File: config.mk
export PLATFORM = sky130hd
export DESIGN_NAME = ntt_btf_sched_flat
export DESIGN_NICKNAME = d
export VERILOG_FILES = /design/src/rtl/ntt_pkg.sv /design/src/rtl/ntt_btf_sched_if.sv /design/src/rtl/ntt_delay_line.sv /design/src/rtl/ntt_btf_sched.sv /design/src/flat_wrapper.sv
export SDC_FILE = /design/constraint.sdc
export NUM_CORES = 1
export LEC_CHECK = 0
export ABC_AREA = 1
export ABC_CLOCK_PERIOD_IN_PS = 4100
export CAP_MARGIN = 20
export CORE_MARGIN = 1.5
export CORE_UTILIZATION = 45
export CTS_BUF_LIST = sky130_fd_sc_hd__clkbuf_4
export DETAILED_ROUTE_END_ITERATION = 16
export PLACE_DENSITY = 0.67
export SKIP_CTS_REPAIR_TIMING = 1
export SLEW_MARGIN = 20
export SYNTH_ARGS = -nofsm -noshare
export SYNTH_HDL_FRONTEND = slang
export SYNTH_HIERARCHICAL = 1
export SYNTH_SLANG_ARGS = --single-unit
File: constraint.sdc
create_clock -name clk -period 4.1 [get_ports clk]
set_input_delay 0.41 -clock clk [delete_from_list [all_inputs] [get_ports clk]]
set_output_delay 0.41 -clock clk [all_outputs]
set_load 0.01 [all_outputs]
File: src/rtl/ntt_pkg.sv
`default_nettype none
//------------------------------------------------------------------------------
// Module   : ntt_pkg
// Brief    : Shared FSM state type and butterfly address helper for ntt_btf_sched.
// Revision : 1.0  initial release
//------------------------------------------------------------------------------
package ntt_pkg;

    localparam int unsigned c_MAX_LOGN = 16;

    typedef enum logic [1:0] {
        ST_IDLE  = 2'd0,
        ST_ISSUE = 2'd1,
        ST_DRAIN = 2'd2,
        ST_FIN   = 2'd3
    } state_e;

    typedef struct packed {
        logic [c_MAX_LOGN-1:0] a;
        logic [c_MAX_LOGN-1:0] b;
        logic [c_MAX_LOGN-1:0] tw;
    } btf_addr_t;

    // Forward Cooley-Tukey addressing for butterfly k of stage s; shifts and masks only.
    function automatic btf_addr_t btf_addr(input logic [31:0] s,
                                           input logic [31:0] k,
                                           input logic [31:0] logn);
        logic [31:0] w_h;
        logic [31:0] w_g;
        logic [31:0] w_j;
        logic [31:0] w_a;
        logic [31:0] w_b;
        logic [31:0] w_t;
        btf_addr_t   w_res;
        w_h = (32'd1 << logn) >> (s + 32'd1);
        w_g = k >> (logn - 32'd1 - s);
        w_j = k & (w_h - 32'd1);
        w_a = (w_g << (logn - s)) | w_j;
        w_b = w_a + w_h;
        w_t = (32'd1 << s) + w_g;
        w_res.a  = w_a[c_MAX_LOGN-1:0];
        w_res.b  = w_b[c_MAX_LOGN-1:0];
        w_res.tw = w_t[c_MAX_LOGN-1:0];
        return w_res;
    endfunction

endpackage
`default_nettype wire

File: src/rtl/ntt_btf_sched_if.sv
`default_nettype none
//------------------------------------------------------------------------------
// Module   : ntt_btf_sched_if
// Brief    : Control/address bundle of the NTT butterfly scheduler.
//            NTT_SCHED_INTT_EN adds inverse / tw_inv.
// Revision : 1.0  initial release
//------------------------------------------------------------------------------
interface ntt_btf_sched_if #(
    parameter int LOGN  = 8,
    parameter int STG_W = $clog2(LOGN)
);
    logic             start;
    logic             busy;
    logic             done;
    logic [STG_W-1:0] stage;
    logic             rd_en;
    logic [LOGN-1:0]  rd_addr_a;
    logic [LOGN-1:0]  rd_addr_b;
    logic [LOGN-1:0]  tw_addr;
    logic             wr_en;
    logic [LOGN-1:0]  wr_addr_a;
    logic [LOGN-1:0]  wr_addr_b;
`ifdef NTT_SCHED_INTT_EN
    logic             inverse;
    logic             tw_inv;
`endif

    modport master (
`ifdef NTT_SCHED_INTT_EN
        output inverse,
        input  tw_inv,
`endif
        output start,
        input  busy, done, stage, rd_en, rd_addr_a, rd_addr_b, tw_addr,
        input  wr_en, wr_addr_a, wr_addr_b
    );

    modport slave (
`ifdef NTT_SCHED_INTT_EN
        input  inverse,
        output tw_inv,
`endif
        input  start,
        output busy, done, stage, rd_en, rd_addr_a, rd_addr_b, tw_addr,
        output wr_en, wr_addr_a, wr_addr_b
    );
endinterface
`default_nettype wire

File: src/rtl/ntt_delay_line.sv
`default_nettype none
//------------------------------------------------------------------------------
// Module   : ntt_delay_line
// Brief    : DEPTH-stage shift register of {valid, addr_a, addr_b}, async clear.
// Revision : 1.0  initial release
//------------------------------------------------------------------------------
module ntt_delay_line #(
    parameter int DEPTH = 4,
    parameter int W     = 8
) (
    input  wire logic         clk,
    input  wire logic         rst_n,
    input  wire logic         valid_i,
    input  wire logic [W-1:0] a_i,
    input  wire logic [W-1:0] b_i,
    output logic              valid_o,
    output logic [W-1:0]      a_o,
    output logic [W-1:0]      b_o
);
    localparam int c_EW = 2 * W + 1;

    logic [c_EW-1:0] pipe_q [DEPTH];

    always_ff @(posedge clk or negedge rst_n) begin
        if (!rst_n) begin
            for (int i = 0; i < DEPTH; i++) pipe_q[i] <= '0;
        end else begin
            pipe_q[0] <= {valid_i, a_i, b_i};
            for (int i = 1; i < DEPTH; i++) pipe_q[i] <= pipe_q[i-1];
        end
    end

    assign {valid_o, a_o, b_o} = pipe_q[DEPTH-1];
endmodule
`default_nettype wire

File: src/rtl/ntt_btf_sched.sv
`default_nettype none
//------------------------------------------------------------------------------
// Module   : ntt_btf_sched
// Brief    : In-place radix-2 NTT butterfly scheduler with write-back delay line.
//            NTT_SCHED_INTT_EN enables reversed (Gentleman-Sande) stage order.
// Revision : 1.0  initial release
//------------------------------------------------------------------------------
module ntt_btf_sched
    import ntt_pkg::*;
#(
    parameter int LOGN     = 8,
    parameter int PIPE_LAT = 4,
    parameter int STG_W    = $clog2(LOGN)
) (
    input  wire logic         clk,
    input  wire logic         rst_n,
    ntt_btf_sched_if.slave    bus
);
    localparam int               c_CNT_W  = (PIPE_LAT > 1) ? $clog2(PIPE_LAT) : 1;
    localparam logic [LOGN-2:0]  c_K_LAST = '1;
    localparam logic [STG_W-1:0] c_S_LAST = STG_W'(LOGN - 1);
    localparam logic [c_CNT_W-1:0] c_CNT_LAST = c_CNT_W'(PIPE_LAT - 1);

    state_e             state_q, state_d;
    logic [STG_W-1:0]   stage_q, stage_d;
    logic [LOGN-2:0]    k_q, k_d;
    logic [c_CNT_W-1:0] cnt_q, cnt_d;
    logic               inv_q, inv_d;
    logic               w_inv_start;
    logic               w_last_stage;
    logic               w_rd_en;
    btf_addr_t          w_addr;

`ifdef NTT_SCHED_INTT_EN
    assign w_inv_start = bus.inverse;
    assign bus.tw_inv  = inv_q;
`else
    assign w_inv_start = 1'b0;
`endif

    always_ff @(posedge clk or negedge rst_n) begin
        if (!rst_n) begin
            state_q <= ST_IDLE;
            stage_q <= '0;
            k_q     <= '0;
            cnt_q   <= '0;
            inv_q   <= 1'b0;
        end else begin
            state_q <= state_d;
            stage_q <= stage_d;
            k_q     <= k_d;
            cnt_q   <= cnt_d;
            inv_q   <= inv_d;
        end
    end

    assign w_last_stage = inv_q ? (stage_q == '0) : (stage_q == c_S_LAST);

    always_comb begin
        state_d = state_q;
        stage_d = stage_q;
        k_d     = k_q;
        cnt_d   = cnt_q;
        inv_d   = inv_q;
        case (state_q)
            ST_IDLE: begin
                if (bus.start) begin
                    state_d = ST_ISSUE;
                    k_d     = '0;
                    cnt_d   = '0;
                    inv_d   = w_inv_start;
                    stage_d = w_inv_start ? c_S_LAST : '0;
                end
            end
            ST_ISSUE: begin
                k_d = k_q + (LOGN-1)'(1);
                if (k_q == c_K_LAST) begin
                    state_d = ST_DRAIN;
                    cnt_d   = '0;
                end
            end
            // Reads stay idle until the stage's last write has left the datapath.
            ST_DRAIN: begin
                cnt_d = cnt_q + c_CNT_W'(1);
                if (cnt_q == c_CNT_LAST) begin
                    if (w_last_stage) begin
                        state_d = ST_FIN;
                    end else begin
                        state_d = ST_ISSUE;
                        k_d     = '0;
                        stage_d = inv_q ? (stage_q - STG_W'(1)) : (stage_q + STG_W'(1));
                    end
                end
            end
            ST_FIN:  state_d = ST_IDLE;
            default: state_d = ST_IDLE;
        endcase
    end

    assign w_rd_en = (state_q == ST_ISSUE);
    assign w_addr  = btf_addr(32'(stage_q), 32'(k_q), 32'(LOGN));

    assign bus.busy      = (state_q != ST_IDLE);
    assign bus.done      = (state_q == ST_FIN);
    assign bus.stage     = stage_q;
    assign bus.rd_en     = w_rd_en;
    assign bus.rd_addr_a = w_rd_en ? w_addr.a[LOGN-1:0]  : '0;
    assign bus.rd_addr_b = w_rd_en ? w_addr.b[LOGN-1:0]  : '0;
    assign bus.tw_addr   = w_rd_en ? w_addr.tw[LOGN-1:0] : '0;

    ntt_delay_line #(
        .DEPTH (PIPE_LAT),
        .W     (LOGN)
    ) u_wb_dly (
        .clk     (clk),
        .rst_n   (rst_n),
        .valid_i (bus.rd_en),
        .a_i     (bus.rd_addr_a),
        .b_i     (bus.rd_addr_b),
        .valid_o (bus.wr_en),
        .a_o     (bus.wr_addr_a),
        .b_o     (bus.wr_addr_b)
    );
endmodule
`default_nettype wire
File: src/flat_wrapper.sv
// flat-port wrapper written by rule: the top's interface ports become plain ports
module ntt_btf_sched_flat import ntt_pkg::*;
#(
    parameter int LOGN     = 8,
    parameter int PIPE_LAT = 4,
    parameter int STG_W    = $clog2(LOGN)
)
  (clk, rst_n, bus_start, bus_busy, bus_done, bus_stage, bus_rd_en, bus_rd_addr_a, bus_rd_addr_b, bus_tw_addr, bus_wr_en, bus_wr_addr_a, bus_wr_addr_b);
  ntt_btf_sched_if #(.LOGN(LOGN), .STG_W(STG_W)) bus_i ();
  input  wire logic clk;
  input  wire logic rst_n;
  input wire logic [$bits(bus_i.start)-1:0] bus_start;
  output wire logic [$bits(bus_i.busy)-1:0] bus_busy;
  output wire logic [$bits(bus_i.done)-1:0] bus_done;
  output wire logic [$bits(bus_i.stage)-1:0] bus_stage;
  output wire logic [$bits(bus_i.rd_en)-1:0] bus_rd_en;
  output wire logic [$bits(bus_i.rd_addr_a)-1:0] bus_rd_addr_a;
  output wire logic [$bits(bus_i.rd_addr_b)-1:0] bus_rd_addr_b;
  output wire logic [$bits(bus_i.tw_addr)-1:0] bus_tw_addr;
  output wire logic [$bits(bus_i.wr_en)-1:0] bus_wr_en;
  output wire logic [$bits(bus_i.wr_addr_a)-1:0] bus_wr_addr_a;
  output wire logic [$bits(bus_i.wr_addr_b)-1:0] bus_wr_addr_b;
  assign bus_i.start = bus_start;
  assign bus_busy = bus_i.busy;
  assign bus_done = bus_i.done;
  assign bus_stage = bus_i.stage;
  assign bus_rd_en = bus_i.rd_en;
  assign bus_rd_addr_a = bus_i.rd_addr_a;
  assign bus_rd_addr_b = bus_i.rd_addr_b;
  assign bus_tw_addr = bus_i.tw_addr;
  assign bus_wr_en = bus_i.wr_en;
  assign bus_wr_addr_a = bus_i.wr_addr_a;
  assign bus_wr_addr_b = bus_i.wr_addr_b;
  ntt_btf_sched #(.LOGN(LOGN), .PIPE_LAT(PIPE_LAT), .STG_W(STG_W)) u_core (.clk(clk), .rst_n(rst_n), .bus(bus_i));
endmodule
==> flow_results.org <==
** Status
- Outcome :: finished with violations
- Violations in the final reports :: negative hold slack

** Critical path
- The number of cells on the worst reg-to-reg path is 16.
- Delay of the slowest critical-path stage :: 0.57 ns
- Critical path cell sequence :: inv_4 > nand2_1 > nand2_1 > nand2_1 > nand2_1 > nand3_1 > nand2_2 > inv_1 > nand2_1 > nand3_1 > nand2_1 > ha_2 > a21oi_2 > nand2_1 > xnor2_1 > nor2_1 > clkdlybuf4s50_1
- At the worst endpoint, the required time is 3.69 ns.
- Launching element type of the critical path :: flop
- For the worst setup path, the data arrival time is 3.47 ns.
- STA classifies the critical path endpoint as an output pin.
- Cell with the largest stage delay on the worst path :: clkdlybuf4s50_1
- Most frequent cell on the critical path :: nand2_1
- Of all nets on the critical path, the largest fanout is 13.
- Tracing the worst setup path back leads to its startpoint at u_core/bus.stage[0]$_DFFE_PN0P_.
- Classification of the worst setup path :: flop to output pin
- The startpoint identified for the worst register-to-register timing path is u_core/bus.stage[0]$_DFFE_PN0P_.
- Across all register-to-register paths, the minimum setup slack is 1.17 ns.
- The endpoint identified for the worst register-to-register timing path is u_core/u_wb_dly/pipe_q[58]$_DFF_PN0_.

** Synth
- After synthesis, flip-flops and latches occupy 51.20% of the total area.
- The Yosys step of the flow raised 6 warnings.
- The biggest area contributor in the post-synthesis netlist is dfrtp_1.
- Cell count after synthesis :: 434
- When the netlist entered floorplanning its net count stood at 461.
- Post-synthesis cell area :: 0.004008 mm²
- Average footprint of a synthesized cell :: 9.234 µm²
- Synthesis inferred 82 register bits.
- Of the post-synthesis cell area, the dominant cell type holds 51.20%.
- Ranked by total cell area, the synthesized netlist is headed by dfrtp_1, nand2_1, ha_1.
- Synth unique cells :: 41

** Floorplan
- Starting density of the core :: 46.18%
- Die outline area :: 0.009481 mm²
- Top-level port count :: 50
- Die Wd :: 97.37 µm
- In this run the vertical extent of the chip is 97.37 µm.
- Floorplan row count :: 34
- The floorplan step defined a core boundary enclosing 0.008678 mm².

** Power and ir drop
- Dividing total power by cell area gives a power density of 528.1 mW/mm².
- Lkg Pwr :: 2.357 nW
- Across the VDD grid, the largest voltage drop is 236.3 µV.
- The design draws 2.504 mW.

** Worst hold path
- The min-delay analysis places its worst path in the category input port to asynchronous set/reset pin.

** Timing
- Final setup violating endpoints :: 0
- Tightest hold margin :: -0.02830 ns
- Final Critical Period :: 3.880 ns
- Achievable clock frequency :: 257.7 MHz
- Worst clock skew :: 0.01686 ns
- The count of pins over their slew limit was 0.
- Pin slew with the least headroom to its limit :: 0.6864 ns
- Final worst path period share :: 94.64%
- Setup repair after global routing could not meet its margin everywhere.
- Headroom to the max-slew limit :: 54.24%
- The final number of hold-violating endpoints came to 20.

** Routing
- Summed over all layers, the routed wires come to 8500 µm.
- Per-cell via count in the routed design :: 5.066
- Via total after detailed routing :: 3009
- Wire length per cell after detailed routing :: 14.31 µm
- Initial DRC count :: 116
- For this run, design rule violations remaining after detail routing come to 0.
- Count of antenna-violating nets left after detailed routing :: 0
- TritonRoute pass-1 iters :: 4

** Global routing
- Overflow after GRT :: 0
- Overall fraction of global-route tracks in use :: 18.57%
- Number of global-route vias before repair :: 2822
- The initial antenna violation count was 0.
- Largest net degree at the start of global routing :: 83
- The first global-routing pass estimated 13830 µm of wire.

** Finish
- Area delta synth->final :: 18.30%
- Total area of multi-input combinational cells :: 0.001637 mm²
- Layout cell share with drive strength beyond 1 :: 15.43%
- Diodes inserted :: 0
- Final-stage net count :: 508
- Number of filler cells placed in the layout :: 797
- Cells fill 54.63% of the core in the end.
- Area of all placed cells without fillers :: 0.004741 mm²
- Area of all sequential standard cells :: 0.002054 mm²
- Post-route non-filler standard cell count :: 594

** Placement
- HPWL after DPL :: 6405 µm
- Routability-driven placement finished with a final weighted congestion of 0.8453.
- Port buffering added 49 buffers.
- Once placement finished, the instance area stood at 0.004514 mm².
- After detailed placement, the design holds a cell count of 575.

** Clock network
- TritonCTS built the clock tree.
- The number of clock buffers added by TritonCTS is 9.
- Number of clock sinks :: 82
- No sink is reached through more buffers than the 2 on the longest clock path.
- Clock latency on the worst-skew pair :: 0.43 ns
- Master cell of the clock root buffer :: clkbuf_4
- Clock transition at path regs :: 0.14 ns
- In this run the number of H-tree levels came out at 3.

** Run
- Total of max-cap violations :: 0
==> through the flow <==
step	TNS, ns	worst slack [ns]
6_report	0	0.2200
5_1_grt	-0.05437	-0.03472
4_1_cts	-1.107	-0.3871
3_5_place_dp	0	0.1406
3_3_place_gp	0	0.1693
2_1_floorplan	0	0.9260
==> layout make-up <==
type,count,share of cell area [%]
Clock buffer,9,1.425
Clock inverter,7,1.240
Inverter,55,4.460
Multi-Input combinational cell,273,34.52
Sequential cell,82,43.34
Tap cell,108,2.850
Timing Repair Buffer,60,12.17
==> logic make-up (layout without fill, tap and decap cells) <==
logic type | after synthesis | count (layout) | synth area share (%)
AND/OR/NAND/NOR | 174 | 174 | 20.54
flip-flops | 82 | 82 | 51.20
buffers and inverters | 79 | 131 | 9.616
AO/OA/AOI/OAI | 70 | 70 | 9.648
adder cells (fa/ha/maj) | 24 | 24 | 7.680
XOR/XNOR | 4 | 4 | 1.062
multiplexers | 1 | 1 | 0.2498
==> flip-flops by register name, indices dropped and copies added (netlist names) <==
| signal | flops |
|---|---|
| u_core/u_wb_dly/valid_o | 1 |
| u_core/u_wb_dly/a_o | 8 |
| u_core/k_q | 7 |
| u_core/state_q | 2 |
| u_core/cnt_q | 2 |
| u_core/u_wb_dly/pipe_q | 51 |
| u_core/bus.stage | 3 |
| u_core/u_wb_dly/b_o | 8 |
==> power breakdown <==
group	internal, mW	leakage [nW]	switching, mW
Combinational	0.394	1.19	0.503
Sequential	1.08	1.10	0.0967
Clock	0.136	0.0696	0.296
Total	1.61	2.36	0.897
==> Yosys cell counts (all sizes together) <==
cell / number
a211oi: 1
o21bai: 1
o21ai: 26
fa: 1
buf: 22
nand3b: 1
a311oi: 1
or2: 1
mux2i: 1
nand3: 40
xnor2: 2
nor2: 32
ha: 23
a31o: 1
o22ai: 1
dfrtp: 82
o311ai: 1
nand2: 87
xor2: 2
inv: 55
clkbuf: 2
nor3b: 1
nand4: 7
and2: 2
a21oi: 31
nor3: 3
a31oi: 2
o211ai: 5
==> layout by cell type (no fill, tap or decap), types with 5 or more instances in the layout <==
cell             count
dfrtp_1             80
nand2_1             76
inv_1               51
clkdlybuf4s50_1     44
nand3_1             32
a21oi_1             27
nor2_1              26
o21ai_0             20
ha_1                18
buf_4               11
clkbuf_4             9
nand2_2              9
nand3_2              7
nand4_1              7
o21ai_1              6
nor2_2               6
o211ai_1             5
==> per-layer routing <==
layer	wire length [µm]	GRT usage, %	vias up
met5	0	0	-
met4	121	7.143	0
met3	302	3.813	13
met2	4234	30.56	60
met1	3841	24.18	1439
li1	-	-	1497
==> critical path: cells and delay by family (launching register included) <==
family                     cells  cell delay, ns
DFF                            1            0.46
buffers and inverters          3            0.80
adders and majority gates      1            0.31
and+or+nand+nor               11            1.17
AOI/OAI and AO/OA              1            0.19
xor gates and xnor gates       1            0.12
==> how the worst max path moves through the flow <==
stage	endpoint	slack (ns)	depth (start not counted)
after floorplan	bus_rd_addr_b[6]	0.93	15
after global placement	bus_rd_addr_b[7]	0.17	16
after detailed placement	bus_rd_addr_b[7]	0.14	15
after CTS	bus_rd_addr_b[7]	-0.39	16
after global routing	bus_rd_addr_b[4]	-0.03	17
final	bus_rd_addr_b[4]	0.22	17
No activity file was read; power rests on OpenSTA's default activity.
